==> config.mk <==
export PLATFORM = sky130hd
export DESIGN_NAME = ballot_controller
export DESIGN_NICKNAME = d
export VERILOG_FILES = /design/src/rtl/ballot_controller.sv
export SDC_FILE = /design/constraint.sdc
export NUM_CORES = 1
export LEC_CHECK = 0
export BUFFER_PORTS_ARGS = -buffer_cell sky130_fd_sc_hd__buf_2
export CORE_UTILIZATION = 50
export DETAILED_ROUTE_END_ITERATION = 7
export PLACE_DENSITY = 0.74
export SETUP_SLACK_MARGIN = 0.05
export SKIP_LAST_GASP = 1
export SLEW_MARGIN = 20
export SYNTH_ARGS = -nofsm -noshare
export SYNTH_HDL_FRONTEND = slang
export SYNTH_SLANG_ARGS = --single-unit
==> constraint.sdc <==
create_clock -name clk -period 3.35 [get_ports clk]
set_input_delay 0.1675 -clock clk [delete_from_list [all_inputs] [get_ports clk]]
set_output_delay 0.1675 -clock clk [all_outputs]
set_load 0.01 [all_outputs]
==> src/rtl/ballot_controller.sv <==
// Ballot controller: synchronized, debounced buttons drive an authorize/select/confirm FSM
// that issues exactly one tally strobe per authorized vote.
module ballot_controller #(
    parameter int CTR_WIDTH      = 16,
    parameter int DB_CYCLES      = 4,
    parameter int TIMEOUT_CYCLES = 1000,
    parameter int LOCKOUT_CYCLES = 8
) (
    input  logic                 clk,
    input  logic                 rst_n,
    input  logic                 auth_btn,
    input  logic [3:0]           cand_btn,
    input  logic                 confirm_btn,
    output logic                 enable_btn,
    output logic [1:0]           sel,
    output logic                 ready,
    output logic [CTR_WIDTH-1:0] votes_cast,
    output logic                 timeout_err,
    output logic                 multi_err
);

    localparam int NB      = 6;
    localparam int DB_W    = (DB_CYCLES > 1) ? $clog2(DB_CYCLES) : 1;
    localparam int TMR_MAX = (TIMEOUT_CYCLES > LOCKOUT_CYCLES) ? TIMEOUT_CYCLES : LOCKOUT_CYCLES;
    localparam int TMR_W   = $clog2(TMR_MAX + 1);

    localparam logic [DB_W-1:0]  DB_LAST      = DB_W'(DB_CYCLES - 1);
    localparam logic [TMR_W-1:0] TIMEOUT_LAST = TMR_W'(TIMEOUT_CYCLES - 1);
    localparam logic [TMR_W-1:0] LOCKOUT_LAST = TMR_W'(LOCKOUT_CYCLES - 1);

    typedef enum logic [2:0] {
        S_IDLE,
        S_ARMED,
        S_SELECTED,
        S_CAST,
        S_LOCKOUT
    } state_t;

    // Button vector layout: {confirm, cand[3:0], auth}
    logic [NB-1:0]   raw_btn;
    logic [NB-1:0]   sync_q1;
    logic [NB-1:0]   sync_q2;
    logic [NB-1:0]   db_level;
    logic [NB-1:0]   db_level_q;
    logic [NB-1:0]   press;
    logic [DB_W-1:0] db_cnt [NB];

    assign raw_btn = {confirm_btn, cand_btn, auth_btn};

    // NOTE: every register here uses <= so all flops sample pre-edge values in parallel.
    always_ff @(posedge clk or negedge rst_n) begin
        if (!rst_n) begin
            sync_q1    <= '0;
            sync_q2    <= '0;
            db_level   <= '0;
            db_level_q <= '0;
            for (int i = 0; i < NB; i++) db_cnt[i] <= '0;
        end else begin
            sync_q1    <= raw_btn;
            sync_q2    <= sync_q1;
            db_level_q <= db_level;
            for (int i = 0; i < NB; i++) begin
                if (sync_q2[i] != db_level[i]) begin
                    if (db_cnt[i] == DB_LAST) begin
                        db_level[i] <= sync_q2[i];
                        db_cnt[i]   <= '0;
                    end else begin
                        db_cnt[i] <= db_cnt[i] + 1'b1;
                    end
                end else begin
                    db_cnt[i] <= '0;
                end
            end
        end
    end

    assign press = db_level & ~db_level_q;

    logic       auth_ev;
    logic       confirm_ev;
    logic [3:0] cand_ev;
    logic       cand_single;
    logic       cand_multi;
    logic [1:0] cand_idx;

    assign auth_ev     = press[0];
    assign cand_ev     = press[4:1];
    assign confirm_ev  = press[5];
    assign cand_single = ($countones(cand_ev) == 1);
    assign cand_multi  = ($countones(cand_ev) > 1);

    always_comb begin
        cand_idx = '0;
        for (int i = 3; i >= 0; i--) begin
            if (cand_ev[i]) cand_idx = 2'(i);
        end
    end

    state_t           state, state_n;
    logic [TMR_W-1:0] timer, timer_n;
    logic [1:0]       sel_n;
    logic             timeout_n;
    logic             multi_n;

    always_ff @(posedge clk or negedge rst_n) begin
        if (!rst_n) begin
            state <= S_IDLE;
            timer <= '0;
        end else begin
            state <= state_n;
            timer <= timer_n;
        end
    end

    // NOTE: defaults first so every path assigns every signal and no latch is inferred.
    always_comb begin
        state_n   = state;
        timer_n   = timer;
        sel_n     = sel;
        timeout_n = 1'b0;
        multi_n   = 1'b0;
        unique case (state)
            S_IDLE: begin
                timer_n = '0;
                if (auth_ev) state_n = S_ARMED;
            end
            S_ARMED: begin
                if (cand_multi) begin
                    multi_n = 1'b1;
                end else if (cand_single) begin
                    state_n = S_SELECTED;
                    sel_n   = cand_idx;
                    timer_n = '0;
                end else if (timer == TIMEOUT_LAST) begin
                    state_n   = S_IDLE;
                    timer_n   = '0;
                    timeout_n = 1'b1;
                end else begin
                    timer_n = timer + 1'b1;
                end
            end
            S_SELECTED: begin
                // Confirm beats any same-cycle candidate press; sel keeps the choice being cast.
                if (confirm_ev) begin
                    state_n = S_CAST;
                    timer_n = '0;
                    multi_n = cand_multi;
                end else if (cand_multi) begin
                    multi_n = 1'b1;
                end else if (cand_single) begin
                    sel_n   = cand_idx;
                    timer_n = '0;
                end else if (timer == TIMEOUT_LAST) begin
                    state_n   = S_IDLE;
                    timer_n   = '0;
                    timeout_n = 1'b1;
                end else begin
                    timer_n = timer + 1'b1;
                end
            end
            S_CAST: begin
                state_n = S_LOCKOUT;
                timer_n = '0;
            end
            S_LOCKOUT: begin
                if (timer == LOCKOUT_LAST) begin
                    state_n = S_IDLE;
                    timer_n = '0;
                end else begin
                    timer_n = timer + 1'b1;
                end
            end
            default: begin
                state_n = S_IDLE;
                timer_n = '0;
            end
        endcase
    end

    // Outputs are decoded from the next state so they are registered yet aligned with the state.
    always_ff @(posedge clk or negedge rst_n) begin
        if (!rst_n) begin
            enable_btn  <= 1'b0;
            sel         <= '0;
            ready       <= 1'b0;
            votes_cast  <= '0;
            timeout_err <= 1'b0;
            multi_err   <= 1'b0;
        end else begin
            enable_btn  <= (state_n == S_CAST);
            sel         <= sel_n;
            ready       <= (state_n == S_ARMED) || (state_n == S_SELECTED);
            timeout_err <= timeout_n;
            multi_err   <= multi_n;
            if (state_n == S_CAST) votes_cast <= votes_cast + 1'b1;
        end
    end

endmodule
==> results.md, run 1 <==
- Status: completed
- Global-route usage over all layers: 18.1%
- Most common cell after layout, fill and taps aside: dfrtp_1
- Total Power: 3.09 mW
- Core area: 5890 µm²
- Mean Syn Cell Area: 11.9 µm²
- Lkg Pwr: 1.65 nW
- CTS H-tree lvls: 3
- Number of max-cap violations: 0
- Primary FF master, synth: dfrtp_1
- CTS clock-pin slew for the worst setup and hold paths: 80 ps
- Kind of critical path: reg -> reg
- Placed instance area: 3290 µm²
- Nets: 324
- Post-route cell area: 3570 µm²
- R2R depth: 11
- 1st-iter DRT viols: 100
- Via count: 2034
- Hold slack final: 334 ps
- Sequential share of the synthesized area: 58.3%
- Max-slew headroom: 61.3%
- Port bufs: 29
- Worst Path Arrival: 3140 ps
- DR vias/cell: 5.30
- DP Cell Count: 361
- Vias in the first global route: 2037
- Fraction of final layout cells with drive strength greater than 1: 20.1%
- R2R setup slack: 430 ps
- Crit path required time: 3570 ps
- Reg2reg start: db_level[1]$_DFFE_PN0P_
- Final worst path period share: 87.2%
- Postcts setup bufs: 0
- CTS Buf Count: 9
- Fin. Hold Viols: 0
- Yosys warns: 0
- Final setup vio count: 0
- Fmax achieved: 342 MHz
- First-pass GRT wire length: 8820 µm
- Final Wtd Congestion: 0.868
- Ant. Diodes: 0
- Critical path endpoint category: register
- Worst Skew: 8.03 ps
- Row count: 28
- Total grt overflow: 0
- CP max FO: 6
- CTS tree: done
- Yosys reg bits: 71
- Worst-Skew Late Latency: 340 ps
- Clock sink total: 71
- Die ar.: 6410 µm²
- Initial antenna violation count: 0
- Mapped Cells: 257
- 1st-pass router iterations: 4
- Final wirelength: 4970 µm
- RSZ-0062 raised after global routing: no
- Peak supply drop: 0.000458 V
- Layout area overhead: 17.1%
- TNS Setup: 0 ps
- DIE HEIGHT: 80.1 µm
- PwrDens: 866 nW/µm²
- Drc violations: 0
- Cell at the root of the clock tree: clkbuf_8
- Post-detail-place hpwl: 3520 µm
- Worst-Margin Slew: 580 ps
- Largest net degree at the start of global routing: 49
- Chip width: 80.1 µm
- Most frequent cells in the layout: dfrtp_1 (71), buf_2 (29), nand2_1 (23), xnor2_1 (20), nor2_1 (15)
- Syn nets: 277
- Setup crit start kind: register
- ANT nets after route: 0
- Hold Crit Class: in -> async
- FF-to-FF End: timer[7]$_DFF_PN0_
- Slew Viols, Final: 0
- Longest Clk Path Bufs: 2
- Cell Count, Final, Fillers Out: 384
- Share of synthesized registers carrying an async set or reset: 100%
- Minimum clock period: 2920 ps
- Initial Utilization: 51.8%
- Number of synthesized flops with an enable pin: 0
- Boundary pin count: 30
- Synth Cell Area: 3050 µm²
- Post-synthesis cell type count: 46
- Wire per inst: 12.9 µm
[stage by stage]
step                utilization [%]  setup WS [ps]
finish                         60.6            428
global route                   60.6           88.6
CTS                            60.6            420
detailed placement             55.9            439
global placement               55.9            583
floorplan                         -            761
[state kept, by name, summed over array words and instances, names as in the netlist]
register / count
timer: 10
db_level_q: 6
sync_q1: 6
multi_err: 1
timeout_err: 1
db_cnt: 12
state: 3
sel: 2
ready: 1
sync_q2: 6
votes_cast: 16
enable_btn: 1
db_level: 6
[critical path: stages, from the launching register on]
cell,delay [ps]
dfrtp_1,390
nor2b_1,320
xnor2_1,180
xnor2_1,140
ha_1,180
inv_1,60
ha_1,290
nor3b_1,510
or2_2,240
nor2_1,90
nor4_1,320
a211oi_2,80
[Yosys cell counts, drive strengths merged, types with 2 or more instances]
library cell   n  share of area (%)
nor2          16                2.1
dfrtp         71                 58
nand3b         2               0.49
nor2b         13                2.7
a211oi         4                1.5
ha            12                4.9
o22ai          4               0.82
nor3b          4                1.7
nand2         24                3.0
o21ai          5               0.82
mux2           7                2.6
nor3          13                2.1
and2           2               0.41
a21oi         10                1.6
nand3          5               0.82
nor4           2               0.41
nand2b         2               0.41
xor2           5                1.4
nand4          6                1.2
xnor2         20                5.7
a31oi          3               0.62
a31o           2               0.57
inv            6               0.74
and3           2               0.41
a21boi         2               0.49
[logic make-up after synthesis]
logic type / count (synthesis) / synth area share [%]
AOI/OAI and AO/OA: 37 / 8.33
xor gates and xnor gates: 25 / 7.18
adders and majority gates: 13 / 5.25
buffers and inverters: 7 / 0.862
DFF: 71 / 58.3
muxes: 7 / 2.59
and+or+nand+nor: 97 / 17.5
[area by class of cell]
class | instances | area [µm²]
fill | 475 | 2320
sequential | 71 | 1780
multi-input combinational | 179 | 1240
timing repair buffer | 37 | 223
clock buffer | 11 | 151
tap | 75 | 93.8
clock inverter | 5 | 56.3
inverter | 6 | 22.5
[layer usage]
layer	GRT usage, %	up-vias	routed length [µm]
li1	-	1001	-
met1	22.7	991	2360
met2	28.9	32	2390
met3	4.43	10	146
met4	10.0	0	72
met5	0	-	0
[where the power goes]
group	switching [mW]	internal [mW]
logic	0.698	0.504
clock network	0.309	0.383
registers	0.139	1.06
[worst max path at each step]
| stage | start | end |
|---|---|---|
| floorplan | db_level[1]$_DFFE_PN0P_ | timer[7]$_DFF_PN0_ |
| global placement | db_level[1]$_DFFE_PN0P_ | timer[7]$_DFF_PN0_ |
| detailed placement | db_level[1]$_DFFE_PN0P_ | timer[7]$_DFF_PN0_ |
| CTS | db_level[1]$_DFFE_PN0P_ | timer[7]$_DFF_PN0_ |
| global route | db_level[1]$_DFFE_PN0P_ | timer[7]$_DFF_PN0_ |
| finish | db_level[1]$_DFFE_PN0P_ | timer[7]$_DFF_PN0_ |
[timing repair]
action | CTS | global route
hold buffers | 7 | 0
resized for setup | 0 | 0
hold endpoints to repair | 29 | 0
Power figures use the tool's default switching activity.
==> run 2: changes to the inputs <==
--- a/config.mk
+++ b/config.mk
@@ -6,9 +6,9 @@
 export NUM_CORES = 1
 export LEC_CHECK = 0
 export BUFFER_PORTS_ARGS = -buffer_cell sky130_fd_sc_hd__buf_2
-export CORE_UTILIZATION = 50
+export CORE_UTILIZATION = 45
 export DETAILED_ROUTE_END_ITERATION = 7
-export PLACE_DENSITY = 0.74
+export PLACE_DENSITY = 0.68
 export SETUP_SLACK_MARGIN = 0.05
 export SKIP_LAST_GASP = 1
 export SLEW_MARGIN = 20
==> results.md, run 2 (synthesis results as in run 1) <==
- Status: finished, violations left
- Failing checks: DRC
- Combinational group share of total power: 39.8% (+0.9 points)
- ANT nets after route: 0 (unchanged)
- Minimum clock period: 2750 ps (-172 ps)
- Final core utilization: 55.0% (-5.6 points)
- Initial antenna violation count: 0 (unchanged)
- CTS tree: done
- Fmax achieved: 364 MHz (+6.3%)
- Fin. Hold Viols: 0 (unchanged)
- Hold Crit Class: reg -> reg
- PwrDens: 842 nW/µm² (-2.8%)
- First-pass GRT wire length: 8680 µm (-1.6%)
- Net Switching: 1.12 mW (-2.6%)
- Final Wtd Congestion: 0.833 (-4.1%)
- CP max FO: 6 (unchanged)
- Total Power: 2.99 mW (-3.2%)
- Slew Viols, Final: 0 (unchanged)
- Initial Utilization: 47.2% (-4.6 points)
- Lkg Pwr: 1.64 nW (-0.43%)
- DIE HEIGHT: 84.3 µm (+5.3%)
- Post-detail-place hpwl: 3530 µm (+0.27%)
- Global-route usage over all layers: 15.7% (-2.4 points)
- Drc violations: 1 (+1)
- Nets: 325 (+0.31%)
- Final setup vio count: 0 (unchanged)
- Worst Path Arrival: 2960 ps (-180 ps)
- Register area: 1780 µm² (unchanged)
- Layout area overhead: 16.6%
- Kind of critical path: reg -> reg
- Critical Path Start: db_level[1]$_DFFE_PN0P_
- Cell at the root of the clock tree: clkbuf_8
- CTS clock-pin slew for the worst setup and hold paths: 70 ps (about the same)
- Final wirelength: 5000 µm (+0.66%)
- Via count: 2048 (+0.69%)
- Port bufs: 29 (unchanged)
- Worst-Margin Slew: 596 ps (+16.1 ps)
- Worst Skew: 7.27 ps (-0.766 ps)
- Ant. Diodes: 0 (unchanged)
- Setup crit start kind: register
- CTS H-tree lvls: 3 (unchanged)
- Final worst path period share: 82.1% (-5.1 points)
- RSZ-0062 raised after global routing: no
- Boundary pin count: 30 (unchanged)
- Peak supply drop: 0.000431 V (-5.8%)
- Hold slack final: 346 ps (+12.0 ps)
- Row count: 29 (+3.6%)
- DP Cell Count: 364 (+0.83%)
- Clock sink total: 71 (unchanged)
- Sequential Power Share: 40.1% (+1.4 points)
- Most common cell after layout, fill and taps aside: dfrtp_1
- Fraction of final layout cells with drive strength greater than 1: 20.0% (-0.065 points)
- 1st-pass router iterations: 6 (+2)
- Chip width: 84.3 µm (+5.3%)
- Clock Power Share: 20.1% (-2.3 points)
- FILL cells: 561 (+18%)
- Number of max-cap violations: 0 (unchanged)
- 1st-iter DRT viols: 58 (-42%)
- Biggest regs: votes_cast x16, db_cnt x12, timer x10
- Core area: 6460 µm² (+9.7%)
- Wire per inst: 12.9 µm (-0.12%)
- Critical path endpoint category: register
- Postcts setup bufs: 0 (unchanged)
- Hold path startpoint: sync_q1[2]$_DFF_PN0_
- Reg2reg start: db_level[1]$_DFFE_PN0P_
- Die ar.: 7110 µm² (+11%)
- Vias in the first global route: 1938 (-4.9%)
- Largest net degree at the start of global routing: 49 (unchanged)
- Max-slew headroom: 60.1% (-1.1 points)
- Total grt overflow: 0 (unchanged)
- Most frequent cells in the layout: dfrtp_1 (71), buf_2 (28), nand2_1 (23), xnor2_1 (20), nor2_1 (15)
- Switching Share: 37.3% (+0.22 points)
- Int Pwr: 1.88 mW (-3.5%)
- TNS Setup: 0 ps (unchanged)
- Reg with most FFs: votes_cast
- Longest Clk Path Bufs: 2 (unchanged)
- Max reg flops: 16 (unchanged)
- DR vias/cell: 5.29 (about the same)
- CTS Buf Count: 9 (unchanged)
- Crit path required time: 3560 ps (about the same)
- Cell Count, Final, Fillers Out: 387 (+0.78%)
- Multi-input logic area: 1250 µm² (+0.40%)
- Worst-Skew Late Latency: 340 ps (about the same)
[run 2: cell type report]
class / count / area share, %
sequential: 71 / 50.0
multi-input combinational: 179 / 35.2
timing repair buffer: 38 / 6.55
clock buffer: 13 / 4.47
tap: 77 / 2.71
inverter: 6 / 0.634
clock inverter: 3 / 0.493
[run 2: layer usage]
layer	wire, µm	GRT usage [%]
met3	208	5.80
met5	0	0
met2	2390	24.9
met4	82	5.64
met1	2320	19.9
[run 2: power groups by stage]
stage	Clock, mW	Sequential (mW)	Combinational, mW
after global routing	0.656	1.23	1.38
after CTS	0.628	1.20	1.19
after floorplan	0	1.20	0.918
after detailed placement	0	1.22	1.18
final	0.602	1.20	1.19
after global placement	0	1.21	1.16
[run 2: repair_timing]
item | 4_1_cts | 5_1_grt
setup endpoints to repair | 0 | 1
endpoints found under the hold margin | 6 | 46
hold buffers | 6 | 1
gates resized for setup | 0 | 1
[run 2: worst paths after layout]
path | end | slack (ps) | depth (start not counted)
setup / recovery | timer[7]$_DFF_PN0_ | 600 | 11
hold / removal | sync_q2[2]$_DFF_PN0_ | 350 | 0
setup reg to reg | timer[7]$_DFF_PN0_ | 600 | 11
hold reg to reg | sync_q2[2]$_DFF_PN0_ | 350 | 0
max in group asynchronous | sync_q1[2]$_DFF_PN0_ | 2320 | 3
min in group asynchronous | votes_cast[15]$_DFFE_PN0N_ | 370 | 2
[run 2: worst max-delay path: stages, from the launching register on]
cell and delay, ps:
dfrtp_1 400, nor2b_1 320, xnor2_1 180, xnor2_1 140, ha_1 190, inv_1 70
ha_1 310, nor3b_2 350, or2_2 200, nor2_1 90, nor4_1 310, a211oi_2 80
[run 2: stage by stage]
step / setup WS (ps) / instance area, µm²
floorplan: 761 / 3050
global placement: 573 / 3300
detailed placement: 476 / 3300
CTS: 465 / 3540
global route: 304 / 3550
finish: 600 / 3550
==> run 3: changes to the inputs <==
--- a/config.mk
+++ b/config.mk
@@ -8,7 +8,7 @@
 export BUFFER_PORTS_ARGS = -buffer_cell sky130_fd_sc_hd__buf_2
 export CORE_UTILIZATION = 45
 export DETAILED_ROUTE_END_ITERATION = 7
-export PLACE_DENSITY = 0.68
+export PLACE_DENSITY = 0.71
 export SETUP_SLACK_MARGIN = 0.05
 export SKIP_LAST_GASP = 1
 export SLEW_MARGIN = 20
==> constraint.sdc (replaced) <==
create_clock -name clk -period 2.5 [get_ports clk]
set_input_delay 0.125 -clock clk [delete_from_list [all_inputs] [get_ports clk]]
set_output_delay 0.125 -clock clk [all_outputs]
set_load 0.01 [all_outputs]
==> results.md, run 3 (synthesis results as in run 1) <==
- 1st-iter DRT viols: 83 (+43%)
- Worst-Margin Slew: 669 ps (+72.9 ps)
- Lkg Pwr: 1.73 nW (+5.8%)
- Max-slew headroom: 55.4% (-4.7 points)
- ANT nets after route: 0 (unchanged)
- CTS Buf Count: 9 (unchanged)
- Vias in the first global route: 2091 (+7.9%)
- Longest Clk Path Bufs: 2 (unchanged)
- Core area: 6460 µm² (unchanged)
- Worst Skew: 8.00 ps (+0.729 ps)
- First-pass GRT wire length: 9340 µm (+7.6%)
- CTS clock-pin slew for the worst setup and hold paths: 70 ps (about the same)
- Nets: 335 (+3.1%)
- Kind of critical path: reg -> reg
- Final core utilization: 58.3% (+3.2 points)
- Reg2reg start: db_level[1]$_DFFE_PN0P_
- Status: finished, violations left
- Hold slack final: 348 ps (+1.35 ps)
- Critical path endpoint category: register
- Final setup vio count: 0 (unchanged)
- Die ar.: 7110 µm² (unchanged)
- Slew Viols, Final: 0 (unchanged)
- Cell at the root of the clock tree: clkbuf_8
- DIE HEIGHT: 84.3 µm (unchanged)
- Critical Path Start: db_level[1]$_DFFE_PN0P_
- Fmax achieved: 422 MHz (+16%)
- 1st-pass router iterations: 6 (unchanged)
- R2R setup slack: 130 ps (-470 ps)
- PwrDens: 1260 nW/µm² (+49%)
- Chip width: 84.3 µm (unchanged)
- Global-route usage over all layers: 16.9% (+1.2 points)
- Hold Crit Class: in -> async
- Biggest regs: votes_cast x16, db_cnt x12, timer x10
- Crit path required time: 2760 ps (-800 ps)
- Final Wtd Congestion: 0.903 (+8.5%)
- Post-detail-place hpwl: 3670 µm (+4.0%)
- RSZ-0062 raised after global routing: yes
- CP max FO: 3 (-3)
- Final worst path period share: 94.8% (+13 points)
- Number of max-cap violations: 0 (unchanged)
- Fraction of final layout cells with drive strength greater than 1: 26.6% (+6.6 points)
- Wire per inst: 13.6 µm (+5.0%)
- Initial antenna violation count: 0 (unchanged)
- Reg with most FFs: votes_cast
- Most frequent cells in the layout: dfrtp_1 (71), buf_2 (29), nand2_1 (23), xnor2_1 (19), nor2_1 (14)
- Via count: 2100 (+2.5%)
- Largest net degree at the start of global routing: 44 (-10%)
- Worst Path Arrival: 2630 ps (-330 ps)
- Fin. Hold Viols: 0 (unchanged)
- Clock sink total: 71 (unchanged)
- Worst-Skew Late Latency: 340 ps (about the same)
- Row count: 29 (unchanged)
- DR vias/cell: 5.29 (about the same)
- Max reg flops: 16 (unchanged)
- Total grt overflow: 0 (unchanged)
- R2R depth: 12 (+1)
- Layout area overhead: 23.4%
- Failing checks: DRC
- Setup crit start kind: register
- FF-to-FF End: timer[4]$_DFF_PN0_
- CTS H-tree lvls: 3 (unchanged)
- Boundary pin count: 30 (unchanged)
- CTS tree: done
- Minimum clock period: 2370 ps (-379 ps)
- Ant. Diodes: 0 (unchanged)
- Port bufs: 29 (unchanged)
- Initial Utilization: 47.2% (unchanged)
- Final wirelength: 5390 µm (+7.7%)
- Most common cell after layout, fill and taps aside: dfrtp_1
- Drc violations: 2 (+1)
- Peak supply drop: 0.000641 V (+49%)
-- run 3: how the worst max path moves through the flow --
stage	end	slack [ps]	cells past startpoint
4_1_cts	timer[7]$_DFF_PN0_	40	11
6_report	timer[4]$_DFF_PN0_	130	12
2_1_floorplan	timer[7]$_DFF_PN0_	60	11
3_3_place_gp	timer[1]$_DFF_PN0_	100	11
3_5_place_dp	timer[1]$_DFF_PN0_	-20	11
5_1_grt	timer[4]$_DFF_PN0_	20	12
-- run 3: what timing repair did --
item / in CTS / in global routing
endpoints found under the setup margin: 7 / 14
setup buffers: 1 / 3
cloned: 0 / 0
hold buffers: 7 / 0
hold endpoints to repair: 34 / 0
resized for setup: 5 / 12
pin swaps: 0 / 9
-- run 3: critical path, cell delays in order (launching register included) --
cell	delay, ps
dfrtp_1	370
nor2b_4	200
xnor2_2	140
xnor2_1	140
ha_2	220
inv_2	60
ha_1	180
a21boi_1	160
or2_2	350
nor2_4	120
buf_4	140
nand2_1	50
a21oi_1	160
-- run 3: final cells by class --
type | count | area [µm²]
repair buffers | 48 | 322
multi-input cells | 179 | 1320
fillers | 533 | 2700
well taps | 77 | 96.3
flip-flops and latches | 71 | 1780
inverters | 6 | 22.5
clock buffers | 10 | 138
clock inverters | 6 | 91.3
-- run 3: where the power goes --
part / internal, mW / switching [mW]
logic: 1.01 / 1.08
clock network: 0.594 / 0.430
registers: 1.42 / 0.190
total: 3.03 / 1.70
-- run 3: metrics by stage --
step                setup WS, ps  std cells  instance area, µm²  total power [mW]  TNS (ps)
CTS                         42.1        394                3690              4.59         0
floorplan                   59.2        257                3060              2.86         0
detailed placement         -24.9        370                3370              3.44     -24.9
global placement            98.9        370                3370              3.38         0
global route                15.8        397                3760              5.05         0
finish                       129        397                3760              4.73         0
-- run 3: routing by layer --
metal	global-route usage (%)	vias up	part of all wire (%)
met5	0	-	0
met4	7.52	0	1.5
met3	4.72	8	3.9
met2	28.0	42	51
met1	20.7	1025	44
li1	-	1025	-
